==> src/rtl/wb_port_arbiter.sv <==
// Round-robin arbiter sharing the scoreboard writeback port among NR_PORTS units.
// Define WB_EX_PRIO_EN to let requesters carrying an exception win arbitration first.
module wb_port_arbiter #(
  parameter int unsigned NR_PORTS      = 4,
  parameter int unsigned TRANS_ID_BITS = 2,
  parameter int unsigned DATA_WIDTH    = 64
) (
  input  logic                               clk_i,
  input  logic                               rst_ni,
  input  logic                               flush_i,
  input  logic [NR_PORTS-1:0]                wb_valid_i,
  output logic [NR_PORTS-1:0]                wb_ready_o,
  input  logic [NR_PORTS*TRANS_ID_BITS-1:0]  wb_trans_id_i,
  input  logic [NR_PORTS*DATA_WIDTH-1:0]     wb_data_i,
  input  logic [NR_PORTS-1:0]                wb_ex_valid_i,
  output logic                               sb_valid_o,
  input  logic                               sb_ready_i,
  output logic [TRANS_ID_BITS-1:0]           sb_trans_id_o,
  output logic [DATA_WIDTH-1:0]              sb_data_o,
  output logic                               sb_ex_valid_o,
  output logic [$clog2(NR_PORTS)-1:0]        sb_port_o
);

  localparam int unsigned PORT_W = $clog2(NR_PORTS);

  logic [TRANS_ID_BITS-1:0] w_tid  [NR_PORTS];
  logic [DATA_WIDTH-1:0]    w_data [NR_PORTS];
  logic [NR_PORTS-1:0]      w_cand;
  logic                     w_load_en;
  logic                     w_grant;
  logic [PORT_W-1:0]        w_winner;
  logic [PORT_W-1:0]        w_rr_next;

  logic                     r_valid;
  logic [TRANS_ID_BITS-1:0] r_tid;
  logic [DATA_WIDTH-1:0]    r_data;
  logic                     r_ex;
  logic [PORT_W-1:0]        r_port;
  logic [PORT_W-1:0]        r_rr;

  genvar gi;
  generate
    for (gi = 0; gi < NR_PORTS; gi++) begin : g_port
      assign w_tid[gi]      = wb_trans_id_i[gi*TRANS_ID_BITS +: TRANS_ID_BITS];
      assign w_data[gi]     = wb_data_i[gi*DATA_WIDTH +: DATA_WIDTH];
      assign wb_ready_o[gi] = w_load_en && w_grant && (w_winner == PORT_W'(gi));
    end
  endgenerate

  // rst_ni gates the handshake so nothing is acknowledged while reset is held.
  assign w_load_en = rst_ni && (!r_valid || sb_ready_i) && !flush_i;

`ifdef WB_EX_PRIO_EN
  logic [NR_PORTS-1:0] w_ex_req;
  assign w_ex_req = wb_valid_i & wb_ex_valid_i;
  assign w_cand   = (|w_ex_req) ? w_ex_req : wb_valid_i;
`else
  assign w_cand   = wb_valid_i;
`endif

  // Walk offsets from farthest to nearest so the port closest to r_rr overrides.
  always_comb begin
    int idx;
    idx      = 0;
    w_grant  = 1'b0;
    w_winner = '0;
    for (int off = int'(NR_PORTS) - 1; off >= 0; off--) begin
      idx = int'(r_rr) + off;
      if (idx >= int'(NR_PORTS)) begin
        idx = idx - int'(NR_PORTS);
      end
      if (w_cand[PORT_W'(idx)]) begin
        w_grant  = 1'b1;
        w_winner = PORT_W'(idx);
      end
    end
  end

  assign w_rr_next = (int'(w_winner) == int'(NR_PORTS) - 1) ? '0 : w_winner + 1'b1;

  always_ff @(posedge clk_i or negedge rst_ni) begin
    if (!rst_ni) begin
      r_valid <= 1'b0;
      r_tid   <= '0;
      r_data  <= '0;
      r_ex    <= 1'b0;
      r_port  <= '0;
      r_rr    <= '0;
    end else if (w_load_en) begin
      r_valid <= w_grant;
      if (w_grant) begin
        r_tid  <= w_tid[w_winner];
        r_data <= w_data[w_winner];
        r_ex   <= wb_ex_valid_i[w_winner];
        r_port <= w_winner;
        r_rr   <= w_rr_next;
      end
    end else if (flush_i) begin
      r_valid <= 1'b0;
    end
  end

  assign sb_valid_o    = r_valid;
  assign sb_trans_id_o = r_tid;
  assign sb_data_o     = r_data;
  assign sb_ex_valid_o = r_ex;
  assign sb_port_o     = r_port;

endmodule

==> config.mk <==
export PLATFORM = sky130hd
export DESIGN_NAME = wb_port_arbiter
export DESIGN_NICKNAME = d
export VERILOG_FILES = /design/src/rtl/wb_port_arbiter.sv
export SDC_FILE = /design/constraint.sdc
export NUM_CORES = 1
export LEC_CHECK = 0
export CORE_AREA = 4 4 132 134
export DETAILED_ROUTE_END_ITERATION = 8
export DIE_AREA = 0 0 136 138
export DONT_BUFFER_PORTS = 1
export GPL_TIMING_DRIVEN = 1
export PLACE_DENSITY = 0.38
export SLEW_MARGIN = 20
export SYNTH_ARGS = -nofsm -noshare
export SYNTH_HDL_FRONTEND = slang
export SYNTH_SLANG_ARGS = --single-unit
==> constraint.sdc <==
create_clock -name clk_i -period 2.3 [get_ports clk_i]
set_input_delay 0.115 -clock clk_i [delete_from_list [all_inputs] [get_ports clk_i]]
set_output_delay 0.115 -clock clk_i [all_outputs]
set_load 0.03 [all_outputs]
# Word level (Yosys, flattened, before mapping)
# Cells that the tools add are included.
# totals
register_bits	72
latch_bits	0
ram_bits	0
rom_bits	0
in_bits	276
wordCells	77
mem_count	0
# op_classes
n_addsub	8
multipliers	0
n_div	0
n_lt_le_gt_ge	10
eq_ne	4
shift	0
n_mux	35
bitwise	1
reduce_logical	13
# op_table
cell	n
binary-select mux 64 bit (select 2 bit)	1
2-to-1 mux 64 bit	2
2-to-1 mux 2 bit	11
< comparator 2 x 4 -> 1 bit, second input constant	4
2-to-1 mux 1 bit	15
>= comparator 3 bit, second input constant	4
binary-select mux 1 bit (select 2 bit)	5
subtractor 2 x 1 -> 2 bit, second input constant	4
logical AND 1 bit	7
adder 2 x 2 -> 3 bit, second input constant	2
binary-select mux 2 bit (select 2 bit)	1
equality test 2 x 1 -> 1 bit, second input constant	2
equality test 2 bit, second input constant	2
adder 2 x 1 -> 3 bit, second input constant	1
>= comparator 2 x 3 -> 1 bit, second input constant	1
< comparator 2 x 3 -> 1 bit, second input constant	1
NOT 2 -> 3 bit	1
adder 2 x 1 -> 2 bit, second input constant	1
logical NOT 1 bit	2
logical NOT 2 bit	1
AND reduction 2 bit	1
nonzero test 2 bit	1
logical OR 1 bit	1

# Depth between registers and ports, before layout
# Gate-level depths: netlist of the first run.
# logic_depth
ltp_word	14
mapped_depth	9

# Least setup slack after synthesis of the first run
# Ideal clock, no wire load.
# synth_timing
path_type	reg-to-output
from	register r_valid (netlist: sb_valid_o)
to	output wb_ready_o[0]
arrival_time_ns	2.089
required_time_ns	2.185
setup_slack_ns	0.096
stages_incl_launch_ff	5
path_buffers	2
path_cell_list	dfrtp_1 a211o_1 buf_2 buf_2 nor4_1
# synth_via
elab_chain_len	6
# synth_lines
item	line	source
start, declared	34	logic r_valid;
start signal, assigned	90	r_valid <= w_grant;
logical NOT 1 bit	51	assign w_load_en = rst_ni && (!r_valid || sb_ready_i) && !flush_i;
logical OR 1 bit	51	
logical AND 1 bit (2 in a row)	51	
logical AND 1 bit (2 in a row)	46	assign wb_ready_o[gi] = w_load_en && w_grant && (w_winner == PORT_W'(gi));
end, declared	12	output logic [NR_PORTS-1:0] wb_ready_o,
# No other way between the ends.

# Worst setup path in the final report of the first run
# layout_timing
from	input rst_ni
to	output wb_ready_o[2]
# layout_via
elab_chain_len	4
# layout_lines
item	line	source
start, declared	9	input logic rst_ni,
logical AND 1 bit (2 in a row)	51	
logical AND 1 bit (2 in a row)	46	
# No other way between the ends.

==> impl_summary.md, run 1 <==
Floorplanning
Measured along the y axis, the die boundary spans 138 um. The x dimension of the die is 136 um. The area enclosed by the die boundary is 18,800 sq um. The initial utilization of the core area, before any placement, comes to 27.7%. The initialized floorplan defines 47 standard-cell rows. The core area is 16,300 sq um. The number of top-level design ports is 350.

Run status
The run finished with clean final reports.

Critical path
Data arrives at the worst endpoint at 2.03 ns. The type of destination of the critical path is a primary output. The required time at the endpoint of the critical path is 2.18 ns. The critical path is of the in2out type.

Of all nets on the critical path, the largest fanout is 33. STA classifies the critical path startpoint as an input port.

Layout
The finished cells cover 5730 sq um. From synthesis to final layout, the design area changed by 27.0%. Of the cells placed in the final design, the portion with a size suffix greater than 1 is 11.9%. The net count of the finished layout is 735. Leaving out fill and tap cells, the most frequent cells in the layout are sky130_fd_sc_hd__mux2i_1, sky130_fd_sc_hd__nand2_1, sky130_fd_sc_hd__dfrtp_1. The repair_antennas step left the layout with diodes totalling 0. The core utilization of the finished layout is 35.1%. The filler cells instantiated in the layout total 1,608. The library cell used most frequently in the layout, excluding fill and tap cells, is sky130_fd_sc_hd__mux2i_1.

CTS
The clock tree from TritonCTS is built. The total CTS buffers is 9. The number of setup buffers added after CTS is 0. The number of H-tree levels is 3.

The clock reaches the later pin of the worst-skew pair after 0.34 ns. Clock-pin slew was measured on the worst setup and hold paths at 0.06 ns. The total clock sinks is 72. The clock passes through at most 2 buffers. Clock tree synthesis selected as its root buffer the cell sky130_fd_sc_hd__clkbuf_16.

STA
The time the final worst path needs with I/O delays and setup is 2.15 ns. At the pin with the least slew margin, the transition time is 0.517 ns. The number of pins with negative max-slew slack in the final report is 0. The achievable clock frequency is 466 MHz. The share of the clock period used by the worst path after layout is 93.3%. Adding up every negative setup slack in the final design gives 0 ns. The worst-case clock skew is 0.00851 ns. In this run the tightest slew margin relative to its limit is 65.5%. Setup repair after global routing left no endpoint under its margin. The number of failing hold endpoints at the final stage is 0. Setup violations remaining at the end of the flow were counted as 0.

Synthesis
The synthesized area per cell is 10.9 sq um. The number of nets produced by synthesis is 691. In this run, distinct cell masters in the synthesized netlist total 28.

In this run the cell area of the synthesized design comes to 4510 sq um. The cell count after synthesis came out at 415. The number of warnings reported in the yosys synthesis log is 0. Of the synthesized area, sequential elements account for 40.0%. The synthesized design contains 72 register bits.

Global routing
The most congested layer reported by global routing is met2. Global routing consumed, on the met1 layer, 16.4% of the routing resources. For this run, the total global-route usage over all layers was measured as 14.9%. The initial antenna violation count came to 0. The fraction of met2 tracks used by global routing is 26.2%. The largest net degree at the start of global routing is 75. The via count of the first global-routing pass came to 3,932. Global routing consumed, on the met3 layer, 3.63% of the routing resources.

The first global-routing pass estimated 21,700 um of wire. The total overflow left after global routing is 0.

Run
The tool flagged a number of max-cap violations equal to 0.

Route
The count of TritonRoute iterations in the first routing pass is 4. The routed wirelength normalized by instance count is 21.8 um. In this run the remaining antenna-violating nets after routing total 0. The number of DRC markers after the initial detailed-route iteration is 161. After detailed routing, the number of vias per cell comes to 5.32. The total number of vias is 3,639.

For this run, design rule violations remaining after detail routing come to 0. The overall routed net length is 14,900 um.

Power
VDD sags by at most 0.000494 V. The leakage power summed over all cells is 0.00270 uW. The cell area power density is 1300 nW/um^2.

Placed design
The detailed placer's ending HPWL is 10,600 um. The standard cell area after detailed placement is 4730 sq um. The number of port buffers is 0. Routability-driven placement finished with a final weighted congestion of 0.784.

Worst hold path
The tightest min-delay check is of the in2reg type.
==> per-layer routing <==
metal	vias to the layer above	wire length (um)
li1	1674	-
met1	1691	5480
met2	243	7600
met3	31	1350
met4	0	512
met5	-	0
==> cell families (layout without fill, tap and decap cells) <==
group / after synthesis / count (layout) / share of synthesized area, %
compound gates: 79 / 79 / 17.6
xor+xnor: 1 / 1 / 0.194
buf+inv: 44 / 93 / 4.94
flops: 72 / 72 / 40.0
mux: 134 / 134 / 29.8
simple gates: 85 / 85 / 7.58
==> power by group <==
| part | switching, uW | internal, uW | total (uW) |
|---|---|---|---|
| registers | 1540 | 1790 | 3330 |
| clock network | 573 | 1040 | 1610 |
| logic | 1290 | 1230 | 2520 |
| total | 3400 | 4060 | 7470 |
==> sequential cells by signal, indices dropped and copies added, names as in the netlist <==
register / count
r_rr: 2
sb_data_o: 64
sb_ex_valid_o: 1
sb_port_o: 2
sb_trans_id_o: 2
sb_valid_o: 1
==> worst max-delay path, stage by stage <==
cell	delay (ns)
sky130_fd_sc_hd__dlygate4sd3_1	0.61
sky130_fd_sc_hd__buf_16	0.13
sky130_fd_sc_hd__o41ai_1	0.08
sky130_fd_sc_hd__a211o_2	0.39
sky130_fd_sc_hd__buf_4	0.27
sky130_fd_sc_hd__nor3b_1	0.21
sky130_fd_sc_hd__buf_4	0.20
==> cell usage after synthesis, drive strengths merged <==
cell      n  share of area (%)
or3       1               0.14
o21bai    1               0.17
nand2    72                6.0
or2       1               0.14
inv       4               0.33
o21ai     2               0.22
nand2b    1               0.14
or2b      1               0.17
mux2i   134                 30
clkbuf   10               0.86
a21o      1               0.17
nor2      3               0.25
nor3      4               0.44
nor4      1               0.14
a211o     1               0.19
buf      30                3.7
a21oi     4               0.44
a221oi    2               0.39
o41ai     1               0.19
nor3b     1               0.17
dfrtp    72                 40
xnor2     1               0.19
o221ai   67                 16
==> area by class of cell <==
type	instances	area, sq um	area share [%]
tap	220	275	4.81
clock inverter	4	75.1	1.31
sequential	72	1800	31.5
clock buffer	12	267	4.65
timing repair buffer	73	786	13.7
multi-input combinational	299	2510	43.8
inverter	4	15.0	0.262
==> what timing repair did <==
| item | in CTS | in global routing |
|---|---|---|
| hold endpoints to repair | 100 | 0 |
| endpoints found under the setup margin | 0 | 3 |
| gates resized for setup | 0 | 1 |
| hold buffers | 61 | 0 |
==> worst paths after layout <==
kind                               startpoint             to  slack (ns)  cells past startpoint
worst max-delay path                   rst_ni  wb_ready_o[2]        0.15                      7
worst min-delay path            wb_data_i[22]  sb_data_o[22]        0.01                      2
worst max register to register        r_rr[1]   sb_data_o[3]        0.38                      6
worst min register to register        r_rr[1]        r_rr[1]        0.56                      2
max in group asynchronous              rst_ni  sb_data_o[49]        1.57                      3
min in group asynchronous              rst_ni  sb_data_o[10]        0.42                      3
==> metrics by stage <==
stage	setup slack (ns)	hold WS [ns]	power [uW]	instances
after CTS	0.0591	0.0000656	7570	684
after floorplan	0.0958	-0.181	5250	415
after detailed placement	0.255	-0.179	5790	607
final	0.154	0.0132	7470	684
after global placement	0.337	-0.179	5760	607
after global routing	0.0305	0.00557	7890	684
No activity file was read; power rests on OpenSTA's default activity.
==> run 2, diff against run 1 <==
Settings changed: ABC_AREA from default to 1, CAP_MARGIN from default to 20, CORE_AREA 4 4 132 134 to 4 4 134 136, DIE_AREA 0 0 136 138 to 0 0 138 140, PLACE_DENSITY 0.38 to 0.48.
==> run 2 against run 1 <==
Global-route usage increased by 6.2 points. Sequential power increased by 6.9%. Critical path depth increased by 2. Synthesized cell count increased to 2.7 times the previous value. Setup slack got worse by 0.0067 ns. Combinational power increased to 3.6 times the previous value. Fmax decreased by 0.31%. Synthesized area increased by 37%. Count of clock-buffer cells in the layout increased by 3. Clock power decreased by 3%. Highest routed layer unchanged.
==> impl_summary.md, run 2 <==
Run status
The run finished with clean final reports.

Floorplanning
The die extent in y is 140 um. For this design the top-level I/O count stands at 350. The x dimension of the die is 138 um. The area enclosed by the die boundary is 19,300 sq um.

Once the floorplan was initialized, standard cells occupied 36.5% of the core. In this run the core area contains 48 standard-cell rows. The core area is 16,900 sq um.

STA
The number of pins with negative max-slew slack in the final report is 0. The final count of negative-setup-slack endpoints is 0. The final critical path takes up 93.6% of the cycle.

The number of failing hold endpoints at the final stage is 0. The post-route worst setup slack is 0.147 ns. The measured slew at the worst slew-check pin is 0.580 ns. The achievable clock frequency is 465 MHz. The hold slack is 0.0229 ns. Adding up every negative setup slack in the final design gives 0 ns. The time the final worst path needs with I/O delays and setup is 2.15 ns.

The max-slew headroom at the worst pin is 61.4%. Setup repair after global routing could not meet its margin everywhere. The worst-case clock skew is 0.00771 ns.

Critical path
The maximum fanout along the worst path is 26. For this run, the slowest stage of the critical path takes 0.43 ns. In this run the critical register-to-register path is launched from r_rr[0]. The critical path launch point type is a register. For the worst flop-to-flop path, the logic depth is 16.

By instance count, the cell type seen most on the critical path is sky130_fd_sc_hd__nand3_1. For this design, the slowest cell found on the critical path is sky130_fd_sc_hd__dfrtp_2. The critical path goes through inv_4 -> nand2_1 -> nand3_1 -> nand3_1 -> nand2_1 -> a31oi_4 -> buf_12 -> nand3_1 -> inv_1.

The type of destination of the critical path is a primary output. Tracing the worst setup path back leads to its startpoint at r_rr[0]. The number of buffer and inverter stages on the critical path is 3. The family of cells with the greatest summed delay on the critical path is buffers and inverters. The worst setup path is of the reg2out kind. The internal reg-to-reg setup slack is 0.15 ns. The signal arrival time at the worst endpoint is 2.04 ns. For the worst setup path, the data required time is 2.18 ns. The number of stages on the worst setup path is 9. The capture point of the worst reg-to-reg path is sb_data_o[47]. Following the worst setup path forward leads to its endpoint at wb_ready_o[1].

Power
Power spread over the standard cell area amounts to 2030 nW/um^2. Internal power comes to 6100 uW. The share of total power dissipated in sequential elements is 24.9%.

The fraction of power spent switching nets is 57.3%. The analysis attributes to cell leakage a power of 0.00449 uW. The power share of the clock group is 10.9%.

Summed over all nets, the switching power comes to 8180 uW. In this run, the combinational gates consume 64.2% of the power. IR analysis of the VDD net gives a maximum drop of 0.00143 V.

Synthesis
The post-synth design cell area is 6180 sq um. The sequential-to-total area share from yosys stat is 29.2%. Yosys attributes the largest share of cell area to sky130_fd_sc_hd__dfrtp_1, sky130_fd_sc_hd__nand2_1, sky130_fd_sc_hd__nand3_1. After Yosys synthesis, full adders, half adders and majority gates account for 0% of the synthesized area. The average instance in the mapped netlist occupies 5.58 sq um. The synthesized design contains 0 enable-type register cells. The number of synthesized register bits is 72. The compound-cell area share of the yosys netlist is 1.72%. The flip-flop cell with the highest count after synthesis is sky130_fd_sc_hd__dfrtp_1. Summing the areas of all xor and xnor instances in the mapped netlist gives 0% of the synthesized area. The fraction of synthesis flops using an asynchronous set or reset pin is 100%.

The biggest area contributor in the post-synthesis netlist is sky130_fd_sc_hd__dfrtp_1. Of the total synthesized cell area, the portion taken by AND, OR, NAND and NOR gates is 48.0%. The dominant combinational cell family by area after synthesis is simple AND/OR/NAND/NOR gates.

The number of warnings reported in the yosys synthesis log is 0. The number of nets produced by synthesis is 1,384. By count the netlist is led by sky130_fd_sc_hd__nand2_1, sky130_fd_sc_hd__inv_1, sky130_fd_sc_hd__nand3_1. The library cell with the highest instance count after synthesis is sky130_fd_sc_hd__nand2_1. The number of library cell types mapped by synthesis is 21.

The synthesized instance count is 1,108. The portion of synthesized area spent on multiplexers is 0%. Summed over its instances, the top area cell type makes up 29.2% of the synthesized netlist area.

CTS
After clock tree synthesis, the clock-pin slew on the worst setup and hold paths is 0.06 ns. The clock tree from TritonCTS is built. The clock tree buffer depth is 2. Clock latency on the worst-skew pair, taken at its later pin, is 0.33 ns. The number of H-tree levels is 3. The buffer type at the clock tree root is sky130_fd_sc_hd__clkbuf_16.

The total CTS buffers is 9. The clock drives 72 sinks.

Route
After detailed routing, the met3 layer carries 1480 um of wire. The total number of vias is 6,500. In the routed design, unresolved DRC markers number 0. The routed length on met1 is 9230 um. The number of antenna-violating nets in the routed design is 0. For this block, the routed nets add up to 21,600 um of wire.

The count of TritonRoute iterations in the first routing pass is 4. The highest layer used for signal routing is met4. After detailed routing, the average wire length per cell comes to 16.3 um.

Wire segments on met2 add up to 10,400 um in the final route. In this run, the number of DRC markers left after iteration 0 of detailed routing was 336. The vias per cell is 4.91.

Placed design
The global placer's final weighted congestion is 0.876. The detailed placer's ending HPWL is 15,200 um. During placement, the flow inserted port buffers numbering 0. The number of placed instances, taps included, is 1,290.

Timing analysis after detailed placement gives a worst setup slack of 0.0531 ns. The standard cell area after detailed placement is 6410 sq um.

Global routing
Global routing finished with a remaining overflow of 0. The initial antenna violation count was 0. The via count of the first global-routing pass was 6,197. The wire length of the first global-routing pass is 33,100 um. The total track usage is 21.1%.

The largest net degree at the start of global routing is 117.

Run
The number of maximum-capacitance violations is 0.

Layout
The filler cells instantiated in the layout total 1,893. The flip-flop count of the largest register after layout is 64. From synthesis to final layout, the design area changed by 14.0%. The final design area excluding fillers is 7040 sq um. The net count of the finished layout is 1,371.

The library cells used most frequently in the layout, excluding fill and tap cells, are sky130_fd_sc_hd__nand2_1, sky130_fd_sc_hd__inv_1, sky130_fd_sc_hd__nand3_1. The fraction of layout instances using a drive strength above 1 is 7.64%. Excluding fillers, the count of instances in the completed layout stands at 1,325.

The antenna cell count is 0. The most common cell after layout, fill and taps aside is sky130_fd_sc_hd__nand2_1.

Worst hold path
The path class of the tightest hold or removal check is in2reg.
## run 2: cell type report
cell class,count,area (sq um),share of cell area [%]
multi-input cells,705,3150,44.8
clock buffers,15,308,4.37
flip-flops and latches,72,1800,25.6
repair buffers,41,467,6.63
inverters,266,1000,14.2
well taps,225,282,4.00
clock inverters,1,30.0,0.426
## run 2: power by group through the flow
stage | Combinational [uW] | Sequential [uW] | Clock (uW)
after floorplan | 6810 | 3340 | 0
final | 9160 | 3560 | 1560
after CTS | 8890 | 3580 | 1600
after global placement | 8720 | 3610 | 0
after detailed placement | 8700 | 3590 | 0
after global routing | 10400 | 3630 | 1660
## run 2: cells by family (layout without fill, tap and decap cells)
kind of cell	count (synthesis)	after routing
and+or+nand+nor	691	691
buffers and inverters	331	323
DFF	72	72
AOI/OAI and AO/OA	14	14
## run 2: timing repair
item	CTS	global route
cloned	0	1
setup buffers	4	3
setup endpoints to repair	4	60
endpoints found under the hold margin	82	0
pin swaps	6	9
resized for setup	8	22
hold buffers	12	0
## run 2: how the worst min path moves through the flow
stage | startpoint | endpoint | slack [ns] | cells after the start
detailed placement | rst_ni | sb_data_o[12] | -0.18 | 0
global placement | rst_ni | sb_data_o[12] | -0.18 | 0
CTS | rst_ni | sb_valid_o | 0.01 | 3
global route | rst_ni | sb_valid_o | 0.03 | 3
floorplan | rst_ni | r_rr[0] | -0.18 | 0
finish | wb_data_i[65] | sb_data_o[1] | 0.02 | 3
## run 2: worst reg2reg max path, stage by stage (launching register included)
cell	delay, ns
sky130_fd_sc_hd__dfrtp_2	0.45
sky130_fd_sc_hd__inv_4	0.11
sky130_fd_sc_hd__nand2_1	0.07
sky130_fd_sc_hd__nand2_2	0.10
sky130_fd_sc_hd__nand2_4	0.08
sky130_fd_sc_hd__nand2_4	0.08
sky130_fd_sc_hd__nor2_1	0.06
sky130_fd_sc_hd__nor2_2	0.12
sky130_fd_sc_hd__nand2_4	0.09
sky130_fd_sc_hd__nand2_4	0.10
sky130_fd_sc_hd__buf_4	0.14
sky130_fd_sc_hd__buf_16	0.24
sky130_fd_sc_hd__nand2_1	0.13
sky130_fd_sc_hd__nand3_1	0.09
sky130_fd_sc_hd__nand2_1	0.08
sky130_fd_sc_hd__nand2_1	0.06
sky130_fd_sc_hd__nand2_1	0.06
## run 2: stage by stage
step                      util (%)  power (uW)
after global placement        37.8       12300
final                         41.6       14300
after floorplan                  -       10200
after CTS                     40.9       14100
after detailed placement      37.8       12300
after global routing          41.6       15700
## run 2: per-layer routing
metal | vias up | track usage, %
met5 | - | 0
met3 | 27 | 6.11
met2 | 236 | 35.5
met4 | 0 | 6.81
met1 | 2967 | 26.1
li1 | 3270 | -
